[src/rtl/req_gnt_window_mon.sv]
// req_gnt_window_mon
//   Checks that each channel's grant arrives within a latched [min_lat, max_lat]
//   window after its request. Reports events as registered one-cycle pulses, a
//   sticky error flag, a saturating error count and the latency of legal grants.
//
// Ports
//   clk, rst_n          clock, async active-low reset (deassert synchronised)
//   en                  monitor enable; low forces every channel to IDLE
//   clr                 synchronous clear of err_sticky / err_cnt
//   min_lat, max_lat    legal latency window, latched at request acceptance
//   req, gnt            per-channel handshake being observed
//   done, lat           legal grant pulse and its latency (lat holds until next done)
//   err_early/timeout/spurious/overlap/cfg   per-channel error pulses
//   err_sticky, err_cnt summary of all error pulses
//
// Per-channel FSM
//   state | meaning
//   IDLE  | no outstanding request
//   WAIT  | request accepted, counting latency against latched window
module req_gnt_window_mon #(
  parameter int NUM_CH = 2,
  parameter int LAT_W  = 4,
  parameter int CNT_W  = 8
) (
  input  logic                    clk,
  input  logic                    rst_n,
  input  logic                    en,
  input  logic                    clr,
  input  logic [LAT_W-1:0]        min_lat,
  input  logic [LAT_W-1:0]        max_lat,
  input  logic [NUM_CH-1:0]       req,
  input  logic [NUM_CH-1:0]       gnt,
  output logic [NUM_CH-1:0]       done,
  output logic [NUM_CH*LAT_W-1:0] lat,
  output logic [NUM_CH-1:0]       err_early,
  output logic [NUM_CH-1:0]       err_timeout,
  output logic [NUM_CH-1:0]       err_spurious,
  output logic [NUM_CH-1:0]       err_overlap,
  output logic [NUM_CH-1:0]       err_cfg,
  output logic                    err_sticky,
  output logic [CNT_W-1:0]        err_cnt
);

  typedef enum logic {IDLE, WAIT} state_t;

  localparam int ERR_N = 5 * NUM_CH;
  localparam int POP_W = $clog2(ERR_N + 1);
  localparam int SUM_W = CNT_W + POP_W + 1;
  localparam logic [SUM_W-1:0] CNT_MAX = SUM_W'({CNT_W{1'b1}});

  // Assertion is immediate; release is delayed two edges so no flop sees a
  // deassertion close to the clock edge.
  logic rst_meta, rst_sync_n;

  always_ff @(posedge clk or negedge rst_n) begin
    if (!rst_n) begin
      rst_meta   <= 1'b0;
      rst_sync_n <= 1'b0;
    end else begin
      rst_meta   <= 1'b1;
      rst_sync_n <= rst_meta;
    end
  end

  state_t             state_q [NUM_CH];
  state_t             state_d [NUM_CH];
  logic [LAT_W:0]     cnt_q   [NUM_CH];
  logic [LAT_W:0]     cnt_d   [NUM_CH];
  logic [LAT_W-1:0]   min_q   [NUM_CH];
  logic [LAT_W-1:0]   min_d   [NUM_CH];
  logic [LAT_W-1:0]   max_q   [NUM_CH];
  logic [LAT_W-1:0]   max_d   [NUM_CH];

  logic [NUM_CH-1:0]       done_d, early_d, timeout_d, spur_d, ovl_d, cfg_d;
  logic [NUM_CH*LAT_W-1:0] lat_d;
  logic                    cfg_ok;

  assign cfg_ok = (min_lat <= max_lat);

  always_comb begin
    logic [LAT_W:0] l_cur;
    logic           term;
    logic           accept;
    l_cur     = '0;
    term      = 1'b0;
    accept    = 1'b0;
    done_d    = '0;
    early_d   = '0;
    timeout_d = '0;
    spur_d    = '0;
    ovl_d     = '0;
    cfg_d     = '0;
    lat_d     = lat;
    for (int c = 0; c < NUM_CH; c++) begin
      state_d[c] = state_q[c];
      cnt_d[c]   = cnt_q[c];
      min_d[c]   = min_q[c];
      max_d[c]   = max_q[c];
      // cnt_q holds the latency of the previous edge, so this edge's L is one more.
      l_cur      = cnt_q[c] + 1'b1;
      term       = 1'b0;
      accept     = 1'b0;
      if (!en) begin
        state_d[c] = IDLE;
        cnt_d[c]   = '0;
      end else begin
        case (state_q[c])
          IDLE: begin
            if (gnt[c]) spur_d[c] = 1'b1;
            if (req[c]) accept = 1'b1;
          end
          WAIT: begin
            cnt_d[c] = l_cur;
            // Timeout wins over a grant on the max+1 edge.
            if (l_cur > {1'b0, max_q[c]}) begin
              timeout_d[c] = 1'b1;
              term         = 1'b1;
            end else if (gnt[c]) begin
              term = 1'b1;
              if (l_cur < {1'b0, min_q[c]}) begin
                early_d[c] = 1'b1;
              end else begin
                done_d[c]                 = 1'b1;
                lat_d[c*LAT_W +: LAT_W]   = l_cur[LAT_W-1:0];
              end
            end
            if (term) state_d[c] = IDLE;
            if (req[c]) begin
              if (term) accept = 1'b1;
              else      ovl_d[c] = 1'b1;
            end
          end
          default: state_d[c] = IDLE;
        endcase
        if (accept) begin
          if (cfg_ok) begin
            state_d[c] = WAIT;
            cnt_d[c]   = '0;
            min_d[c]   = min_lat;
            max_d[c]   = max_lat;
          end else begin
            cfg_d[c] = 1'b1;
          end
        end
      end
    end
  end

  logic [ERR_N-1:0] err_all;
  logic [POP_W-1:0] err_pop;
  logic [SUM_W-1:0] cnt_sum;

  assign err_all = {early_d, timeout_d, spur_d, ovl_d, cfg_d};

  always_comb begin
    err_pop = '0;
    for (int i = 0; i < ERR_N; i++) err_pop = err_pop + POP_W'(err_all[i]);
    cnt_sum = SUM_W'(err_cnt) + SUM_W'(err_pop);
  end

  always_ff @(posedge clk or negedge rst_sync_n) begin
    if (!rst_sync_n) begin
      for (int c = 0; c < NUM_CH; c++) begin
        state_q[c] <= IDLE;
        cnt_q[c]   <= '0;
        min_q[c]   <= '0;
        max_q[c]   <= '0;
      end
      done         <= '0;
      lat          <= '0;
      err_early    <= '0;
      err_timeout  <= '0;
      err_spurious <= '0;
      err_overlap  <= '0;
      err_cfg      <= '0;
      err_sticky   <= 1'b0;
      err_cnt      <= '0;
    end else begin
      for (int c = 0; c < NUM_CH; c++) begin
        state_q[c] <= state_d[c];
        cnt_q[c]   <= cnt_d[c];
        min_q[c]   <= min_d[c];
        max_q[c]   <= max_d[c];
      end
      done         <= done_d;
      lat          <= lat_d;
      err_early    <= early_d;
      err_timeout  <= timeout_d;
      err_spurious <= spur_d;
      err_overlap  <= ovl_d;
      err_cfg      <= cfg_d;
      // clr beats same-cycle errors: their pulses still fire but are not counted.
      if (clr) begin
        err_sticky <= 1'b0;
        err_cnt    <= '0;
      end else begin
        if (|err_all) err_sticky <= 1'b1;
        err_cnt <= (cnt_sum > CNT_MAX) ? CNT_MAX[CNT_W-1:0] : cnt_sum[CNT_W-1:0];
      end
    end
  end

endmodule
[config.mk]
export PLATFORM = sky130hd
export DESIGN_NAME = req_gnt_window_mon
export DESIGN_NICKNAME = d
export VERILOG_FILES = /design/src/rtl/req_gnt_window_mon.sv
export SDC_FILE = /design/constraint.sdc
export NUM_CORES = 1
export LEC_CHECK = 0
export ABC_AREA = 1
export ABC_CLOCK_PERIOD_IN_PS = 1800
export CORE_ASPECT_RATIO = 1.4
export CORE_MARGIN = 1
export CORE_UTILIZATION = 50
export DETAILED_ROUTE_END_ITERATION = 6
export PLACE_DENSITY = 0.81
export SYNTH_ARGS = -nofsm -noshare
export SYNTH_HDL_FRONTEND = slang
export SYNTH_SLANG_ARGS = --single-unit
[constraint.sdc]
create_clock -name clk -period 1.8 [get_ports clk]
set_input_delay 0.45 -clock clk [delete_from_list [all_inputs] [get_ports clk]]
set_output_delay 0.45 -clock clk [all_outputs]
set_load 0.05 [all_outputs]
* Word level (Yosys, flattened, before mapping)
Index checks and enable logic that the tools add are counted. Widths: inputs -> output; s select.
Word-level totals: output and inout bits 29, bits in registers 59, input bits 16
Operators by class: reduce and logical (&&, ||, !) cells 6, add/subtract/negate cells 12, muxes and demuxes 81, order comparisons 6, bitwise gates (word level) 6
Operators by type and width (number):
- $mux 1 | 69
- $mux 5 | 8
- $add 4x1->4 | 6
- $mux 8 | 2
- $add 5x1->5 const B | 2
- $gt 5x4->1 | 2
- $lt 5x4->1 | 2
- $reduce_and 5->1 | 2
- $reduce_or 10->1 | 1
- $add 8x4->9 | 1
- $gt 9x8->1 const B | 1
- $not 1->1 | 6
- $reduce_and 3->1 | 2
- $add 3x1->4 | 1
- $le 4x4->1 | 1
- $pmux 1 s2 | 2
- $add 2x1->3 | 1
- $add 1x1->2 | 1
- $reduce_bool 2->1 | 1

* Longest topological paths before layout
Gate-level depths: netlist of run 1.
word-level depth 24, mapped depth 29, depth with buffers taken out 29

* Least setup slack after synthesis of run 1
OpenSTA, ideal clock, no wires.
path kind flip-flop to flip-flop, start reg cnt_q[5] (netlist bit), end reg err_cnt[0], path buffers 0, setup slack -2.858 ns, clock period less this slack 4.658 ns, stages on the path, launching flop included 28, required time 1.723 ns, setup time 0.077 ns, data arrival time 4.581 ns, cells stage by stage dfrtp_1 ha_1 xor2_1 ha_1 nand2_1 inv_1 nand2_1 nand2_1 nand2_1 nand2_1 nor2_1 nand2_1 inv_1 fa_1 inv_1 fa_1 fa_1 fa_1 inv_1 fa_1 nand3_1 nand3_1 nand2_1 nor2_1 nand2_1 nor2_1 inv_1 a21oi_1
Between the ends: elaborated cells on any way between the ends 37, classes of those cells 11 x add/sub; 3 x order compare; 23 x mux
RTL lines:
- from (decl) | line 67 | logic [LAT_W:0] cnt_q [NUM_CH];
- from (signal, indexed assignment) | line 181 | cnt_q[c] <= cnt_d[c];
- $add 5x1->5 * | line 100 | l_cur = cnt_q[c] + 1'b1;
- $lt 5x4->1 | line 120 | if (l_cur < {1'b0, min_q[c]}) begin
- $mux 1 | line 120
- $mux 1 | line 118 | end else if (gnt[c]) begin
- $mux 1 * | line 115 | if (l_cur > {1'b0, max_q[c]}) begin
- $mux 1 * | line 107 | case (state_q[c])
- $mux 1 * | line 103 | if (!en) begin
- named net early_d[0] | line 74 | logic [NUM_CH-1:0] done_d, early_d, timeout_d, spur_d, ovl_d, cfg_d;
- $add 4x1->4 * (2 in a row) | line 157 | for (int i = 0; i < ERR_N; i++) err_pop = err_pop + POP_W'(err_all[i]);
- $add 8x4->9 * | line 158 | cnt_sum = SUM_W'(err_cnt) + SUM_W'(err_pop);
- $gt 9x8->1 | line 198 | err_cnt <= (cnt_sum > CNT_MAX) ? CNT_MAX[CNT_W-1:0] : cnt_sum[CNT_W-1:0];
- $mux 8 * | line 198
- $mux 8 * | line 193 | if (clr) begin
- to (signal assigned) | line 198
- to (decl) | line 41 | output logic [CNT_W-1:0] err_cnt
The timed path passes the listed nets; every way through them passes the cells marked *. The select of a mux whose other input is x is not followed. A chain may end at the register's enable or synchronous reset.

* Worst setup path in the final report of run 1
start reg cnt_q[6] (netlist bit), end reg err_cnt[5]
Same word-level chain as after synthesis.

==> summary by stage, run 1 <==
Setup path
The data arrival time of the critical path is 5.31 ns. The worst setup path is captured at a register. The type of origin of the critical path is a register.

The critical path is of the register to register type. The highest fanout seen on the critical path is 3. The worst reg-to-reg setup slack is -3.22 ns. STA puts the critical path data required time at 2.09 ns.

STA
Dividing the final minimum period by the clock period gives 279%. The aggregate negative setup slack is -47.58 ns. Once routing completed, OpenROAD measured the worst setup slack at -3.22 ns.

The minimum hold slack is 0.254 ns. At the pin with the least slew margin, the transition time is 0.537 ns. The number of pins with negative max-slew slack in the final report is 0. The final-report hold violation count is 0. The total of endpoints with negative setup slack in the final report is 55. Setup repair after global routing could not meet its margin everywhere. Counting I/O delays and the setup requirement, the final critical path takes 5.02 ns. Across the routed clock network, the largest skew measured is 0.0161 ns. The worst max-slew margin expressed relative to the limit is 64.2%.

Static timing analysis puts the maximum clock frequency at 0.199 GHz.

Floorplanning
The number of standard-cell rows in the floorplan is 34. The number of I/O pins is 45. The core region is 6300 um^2. The initial core utilization is 52.7%. The die extent in x is 70.9 um. From bottom edge to top edge, the die measures 98.4 um. The floorplan step defined a die boundary enclosing 6970 um^2.

Yosys
dfrtp_1 takes more of the synthesized area than any other cell. Yosys attributes the largest share of cell area to dfrtp_1, ha_1, inv_1, nand2_1, fa_1. Counting every instance in the synthesized netlist gives 379. Counting flops with an async set or reset pin after synthesis yields a share of 100%.

The synthesized netlist occupies a cell area of 3320 um^2. The unique cell type count in the Yosys netlist is 36. The number of nets in the synthesized netlist is 427. The total of warnings raised by yosys is 0.

The average instance area after synthesis is 8.76 um^2. The synthesized design devotes to its leading area cell type 44.5% of total area. The portion of the post-synthesis area used by sequential elements is 44.5%. For this run, the leading register cell type out of synthesis is dfrtp_1.

In the synthesized netlist, the cells that appear most often are inv_1, nand2_1, dfrtp_1, ha_1, a21oi_1. The most common cell in the netlist is inv_1. In this run, synthesis produced a sequential element count of 59. The count of flip-flops with a built-in enable after synthesis is 0.

Clocking
Clock-pin slew was measured on the worst setup and hold paths at 0.08 ns. TritonCTS built the clock tree. The latest clock arrival within the worst-skew pair is 0.36 ns. The H-tree was split into 3 levels.

The clock net sink count is 59. The cell at the root of the clock tree is clkbuf_8. The number of buffers created by CTS is 9. The hold buffer count at cts is 0. The worst-case clock buffer depth is 2.

Global route
The pin count of the biggest net entering global routing is 36. The wire length of the first global-routing pass is 19400 um. Summed over all layers, the global routing overflow is 0.

The total global routing track utilization is 37.5%. The number of antenna violations at the first check in global routing is 0. The via count of the first global-routing pass is 3939.

Run
The max capacitance violation total is 0.

Drt
The average routed wire per standard cell is 20.6 um. The first detailed-routing pass took 7 iterations. The number of vias per cell after detailed routing is 5.59. In this run, the number of DRC markers left after iteration 0 of detailed routing was 333. The remaining number of nets flagged by the antenna check after routing is 0. The final wirelength is 13100 um. The vias after detailed routing is 3549.

After detailed routing, the number of remaining DRC violations is 4.

Layout
The number of diodes is 0. The layout cell share with drive strength beyond 1 is 52.4%. The fill cell total of the finished layout is 257. Across the whole layout, storage elements account for 1480 um^2.

The filler-free cell count of the finished design is 635. The post-synthesis to final-layout area growth is 67.9%. In the final layout, the multi-input gates occupy 2040 um^2.

The net count of the finished layout is 606.

Pwr
The analysis attributes to net switching a power of 2.33 mW. The total power per unit cell area is 1020 nW/um^2. IR analysis of the VDD net gives a maximum drop of 0.928 mV.

The leakage power is 2.98 nW. The design draws 5.68 mW. The share of total power in sequential cells is 29.6%. The total internal power is 3.35 mW. The clock network fraction of total power is 20.7%. Of the total power, combinational logic draws 49.7%. In this run switching power makes up 41.1% of total power.

Place
At the end of routability-driven placement, the weighted congestion stood at 0.848. The total of buffers placed on input and output ports is 44. Timing analysis after detailed placement gives a worst setup slack of -3.21 ns.

The wire-length estimate of the detail-placed layout is 6020 um. Once placement completed, the tool counted placed cells totaling 576.

Hold path
The type of the worst min-delay path is register to asynchronous set/reset pin.

Status
The flow ran to the end, but the final reports show violations. The final reports fail on design-rule violations, negative setup slack.
[critical path, stage by stage, from the launching register on]
cell	delay, ns
dfrtp_1	0.44
ha_4	0.29
ha_1	0.30
nand2_1	0.09
nand2_1	0.07
nand2_1	0.06
nand2_1	0.08
a21oi_1	0.31
nand2_2	0.15
inv_2	0.10
fa_1	0.45
inv_2	0.08
fa_1	0.43
fa_1	0.50
fa_2	0.35
inv_2	0.08
fa_2	0.22
nand3_2	0.08
nand3_2	0.11
nand2_2	0.09
nor2_4	0.14
nand2_2	0.09
nor2_4	0.18
a21oi_2	0.05
o21ai_1	0.08
nand2_1	0.08
inv_1	0.06
[flip-flops by register name, summed over array words and instances, names as in the netlist, 8 cells and up]
signal,flops
cnt_q,10
err_cnt,8
lat,8
max_q,8
min_q,8
[area by class of cell]
class | instances | share of cell area [%]
multi-input combinational | 234 | 36.6
sequential | 59 | 26.6
timing repair buffer | 171 | 26.0
inverter | 83 | 5.91
clock buffer | 14 | 3.10
tap | 72 | 1.62
clock inverter | 2 | 0.180
[per-stage QoR]
stage / util, % / instance area (um^2)
2_1_floorplan: - / 3410
3_3_place_gp: 71.4 / 4500
3_5_place_dp: 71.4 / 4500
4_1_cts: 85.9 / 5410
5_1_grt: 88.5 / 5570
6_report: 88.5 / 5570
[power by group through the flow]
stage / registers [mW] / logic, mW / clock network (mW)
2_1_floorplan: 1.95 / 0.870 / 0
3_3_place_gp: 1.67 / 1.88 / 0
3_5_place_dp: 1.68 / 1.97 / 0
4_1_cts: 1.66 / 2.40 / 1.15
5_1_grt: 1.70 / 2.98 / 1.23
6_report: 1.68 / 2.82 / 1.18
[cell usage in the layout, fill, tap and decap left out, drive strengths merged, types with 5 or more instances in the layout]
cell	Yosys	final
nand3	18	18
ha	25	25
o2111ai	5	5
buf	5	155
nor2	21	21
xor2	6	6
a21oi	23	23
fa	7	7
inv	82	82
o21ai	24	25
clkbuf	0	15
dfrtp	59	59
nand2	87	88
clkdlybuf4s50	0	10
[kinds of logic after synthesis]
group	after synthesis	share of synthesized area, %
AOI/OAI and AO/OA	55	9.96
xor gates and xnor gates	8	2.11
adders and majority gates	32	13.6
buffers and inverters	88	10.8
DFF	59	44.5
other	1	0.113
and+or+nand+nor	136	18.9
[metal layers]
layer  GRT usage [%]  share of wire [%]  wire (um)
met1            38.7                 34       4510
met2            63.9                 51       6700
met3            8.15                6.0        780
met4            31.2                8.4       1100
met5               0                  0          0
[worst paths after layout]
kind                                   endpoint  depth (start not counted)                 start
max                        err_cnt[5]$_DFF_PN0_                         26    cnt_q[6]$_DFF_PN0_
min                        err_cnt[7]$_DFF_PN0_                          0  rst_sync_n$_DFF_PN0_
max reg2reg                err_cnt[5]$_DFF_PN0_                         26    cnt_q[6]$_DFF_PN0_
min reg2reg                err_cnt[7]$_DFF_PN0_                          0  rst_sync_n$_DFF_PN0_
max in group asynchronous    cnt_q[5]$_DFF_PN0_                          1  rst_sync_n$_DFF_PN0_
min in group clk           rst_sync_n$_DFF_PN0_                          0    rst_meta$_DFF_PN0_
[timing repair]
action	4_1_cts	5_1_grt
resized for setup	99	53
cloned	3	0
setup buffers	65	13
setup endpoints to repair	55	55
pin swaps	33	29
(Power assumes the default switching activity.)
==> run 2, diff against run 1 <==
--- a/config.mk
+++ b/config.mk
@@ -9,9 +9,9 @@
 export ABC_CLOCK_PERIOD_IN_PS = 1800
 export CORE_ASPECT_RATIO = 1.4
 export CORE_MARGIN = 1
-export CORE_UTILIZATION = 50
+export CORE_UTILIZATION = 40
 export DETAILED_ROUTE_END_ITERATION = 6
-export PLACE_DENSITY = 0.81
+export PLACE_DENSITY = 0.68
 export SYNTH_ARGS = -nofsm -noshare
 export SYNTH_HDL_FRONTEND = slang
 export SYNTH_SLANG_ARGS = --single-unit
==> summary by stage, run 2 (synthesis results as in run 1) <==
Status
The flow ran to the end, but the final reports show violations. The final reports fail on negative setup slack.

STA
Setup repair after global routing could not meet its margin everywhere. The number of pins with negative max-slew slack in the final report came to 0. Hold is met by 0.259 ns. The setup slack of the critical path after layout is -2.88 ns.

In the final timing run, aggregate negative setup slack is -36.69 ns. Of the available clock period, the critical path in the final layout requires 260%. Clock skew on the completed layout was measured at 0.0138 ns.

The final-report hold violation count is 0. Timing would allow up to 0.214 GHz. For the finished layout, the period the worst path requires is 4.68 ns.

Setup violations remaining at the end of the flow were counted as 55.

Pwr
The worst voltage drop across the vdd grid is 0.529 mV. The leakage power is 2.83 nW. For this design the ratio of total power to cell area is 962 nW/um^2. After layout, the design draws a total of 5.12 mW.

Clocking
The latest clock arrival within the worst-skew pair is 0.36 ns. The H-tree was split into 3 levels. TritonCTS built the clock tree. The longest clock path from root to sink contains 2 buffers. The clock net sink count is 59. After clock tree synthesis, the clock-pin slew on the worst setup and hold paths is 0.07 ns. The number of hold buffers added after CTS was 0. The tree is rooted in a clkbuf_8. TritonCTS created 9 clock buffers.

Floorplanning
The number of I/O pins is 45. The die height is 110 um. After floorplanning, the core was divided into 38 placement rows. The floorplan step set the die width to 79.0 um. Once the floorplan was initialized, standard cells occupied 42.0% of the core.

The core region is 7890 um^2. The die covers 8670 um^2.

Layout
The layout cell share with drive strength beyond 1 is 49.3%. The fill cell total of the finished layout is 610. The number of nets in the final layout is 585.

The register with the most flip-flops in the layout has 10 of them. The most common cell after layout, fill and taps aside is buf_4. 0 antenna diodes ended up in the layout. The register with the most flip-flops in the final layout is cnt_q. The top cell types in the final layout, fill and taps aside, are buf_4, inv_1, dfrtp_1, nand2_1. For this run, the share of the core covered by cells in the final layout is 67.4%. The post-synthesis to final-layout area growth is 60.3%.

Setup path
On the worst path, the slowest cell contributes a delay of 0.55 ns. The data arrival time of the critical path is 4.96 ns. The type of the setup path with the least slack is register to register. In this run the critical register-to-register path is captured at err_cnt[4]$_DFF_PN0_. Data on the critical path is required at its endpoint by 2.08 ns. The startpoint identified for the worst register-to-register timing path is cnt_q[5]$_DFF_PN0_.

The type of origin of the critical path is a register. Setup slack on the worst reg-to-reg path comes out at -2.88 ns. The cell type of the slowest stage on the worst timing path is fa_1. The logic depth of the worst register-to-register path is 26.

STA classifies the critical path endpoint as a register. Along the worst path, the maximum fanout reaches 4.

Drt
Across all layers, the routed design uses 3004 vias. The number of vias per cell after detailed routing is 4.68. The final layout contains routed wiring with a total length of 8580 um. The iteration count of the initial detailed-routing pass is 4. The DRC violations left is 0. After detailed routing, the average wire length per cell comes to 13.4 um.

Once detail routing completed, the nets flagged for antenna violations numbered 0. For this block, the initial DRC count from the detailed router was 156.

Global route
The number of antenna violations at the first check in global routing is 0. The via count of the first global-routing pass is 3125. The total grt overflow is 0.

The pin count of the biggest net entering global routing is 58. The first global-routing pass estimated 14100 um of wire. The total global routing track utilization is 21.5%.

Place
The post-DP HPWL is 5680 um. At the placement stage, the worst setup path has a slack of -3.15 ns. The count of buffers added on input and output ports is 44. At the end of routability-driven placement, the weighted congestion stood at 0.830.

Hold path
The type of the worst min-delay path is primary input to asynchronous set/reset pin.

Run
The max capacitance violation total is 0.
run 2: report_power, final:
group	internal, mW	leakage, nW	switching (mW)
combinational	1.07	1.98	1.35
sequential	1.53	0.769	0.115
clock	0.531	0.0872	0.525
run 2: repair_timing:
action / CTS / global route
gates resized for setup: 70 / 52
setup endpoints to repair: 55 / 55
gates cloned: 3 / 0
hold endpoints to repair: 0 / 0
pin swaps: 16 / 18
setup buffers: 14 / 12
run 2: worst max-delay path, delay by kind of cell, from the launching register on:
kind            cells  cell delay (ns)
simple gates       10             0.84
flops               1             0.45
fa+ha+maj           7             2.54
xor+xnor            1             0.17
compound gates      2             0.18
buf+inv             6             0.40
run 2: cell type report:
class / instances / area (um^2) / share of cell area, %
multi-input combinational: 234 / 1990 / 37.4
sequential: 59 / 1480 / 27.8
timing repair buffer: 150 / 1230 / 23.2
inverter: 83 / 327 / 6.14
clock buffer: 13 / 149 / 2.80
tap: 100 / 125 / 2.35
clock inverter: 3 / 15.0 / 0.282
run 2: worst max-delay path by stage:
stage / startpoint / endpoint / slack [ns]
3_3_place_gp: max_lat[1] / err_cnt[0]$_DFF_PN0_ / -2.99
2_1_floorplan: cnt_q[5]$_DFF_PN0_ / err_cnt[5]$_DFF_PN0_ / -2.71
4_1_cts: cnt_q[5]$_DFF_PN0_ / err_cnt[5]$_DFF_PN0_ / -2.84
6_report: cnt_q[5]$_DFF_PN0_ / err_cnt[4]$_DFF_PN0_ / -2.88
3_5_place_dp: max_lat[1] / err_cnt[4]$_DFF_PN0_ / -3.15
5_1_grt: cnt_q[5]$_DFF_PN0_ / err_cnt[5]$_DFF_PN0_ / -3.10
run 2: through the flow:
step                std cells  area, um^2
finish                    642        5320
global route              642        5320
CTS                       637        5120
detailed placement        605        4540
global placement          605        4540
floorplan                 379        3410
run 2: per-layer routing:
metal / part of all wire (%) / wire (um) / up-vias / global-route usage (%)
met5: 0 / 0 / - / 0
met2: 55 / 4680 / 52 / 38.9
met4: 3.1 / 267 / 0 / 10.9
met3: 3.0 / 261 / 19 / 4.90
li1: - / - / 1499 / -
met1: 39 / 3370 / 1434 / 23.2
==> run 3, diff against run 2 <==
--- a/config.mk
+++ b/config.mk
@@ -8,9 +8,9 @@
 export ABC_AREA = 1
 export ABC_CLOCK_PERIOD_IN_PS = 1800
 export CORE_ASPECT_RATIO = 1.4
-export CORE_MARGIN = 1
 export CORE_UTILIZATION = 40
 export DETAILED_ROUTE_END_ITERATION = 6
+export GPL_ROUTABILITY_DRIVEN = 0
 export PLACE_DENSITY = 0.68
 export SYNTH_ARGS = -nofsm -noshare
 export SYNTH_HDL_FRONTEND = slang
==> results of run 3 <==
The final DEF is identical to that of run 2; final timing and power are the same.
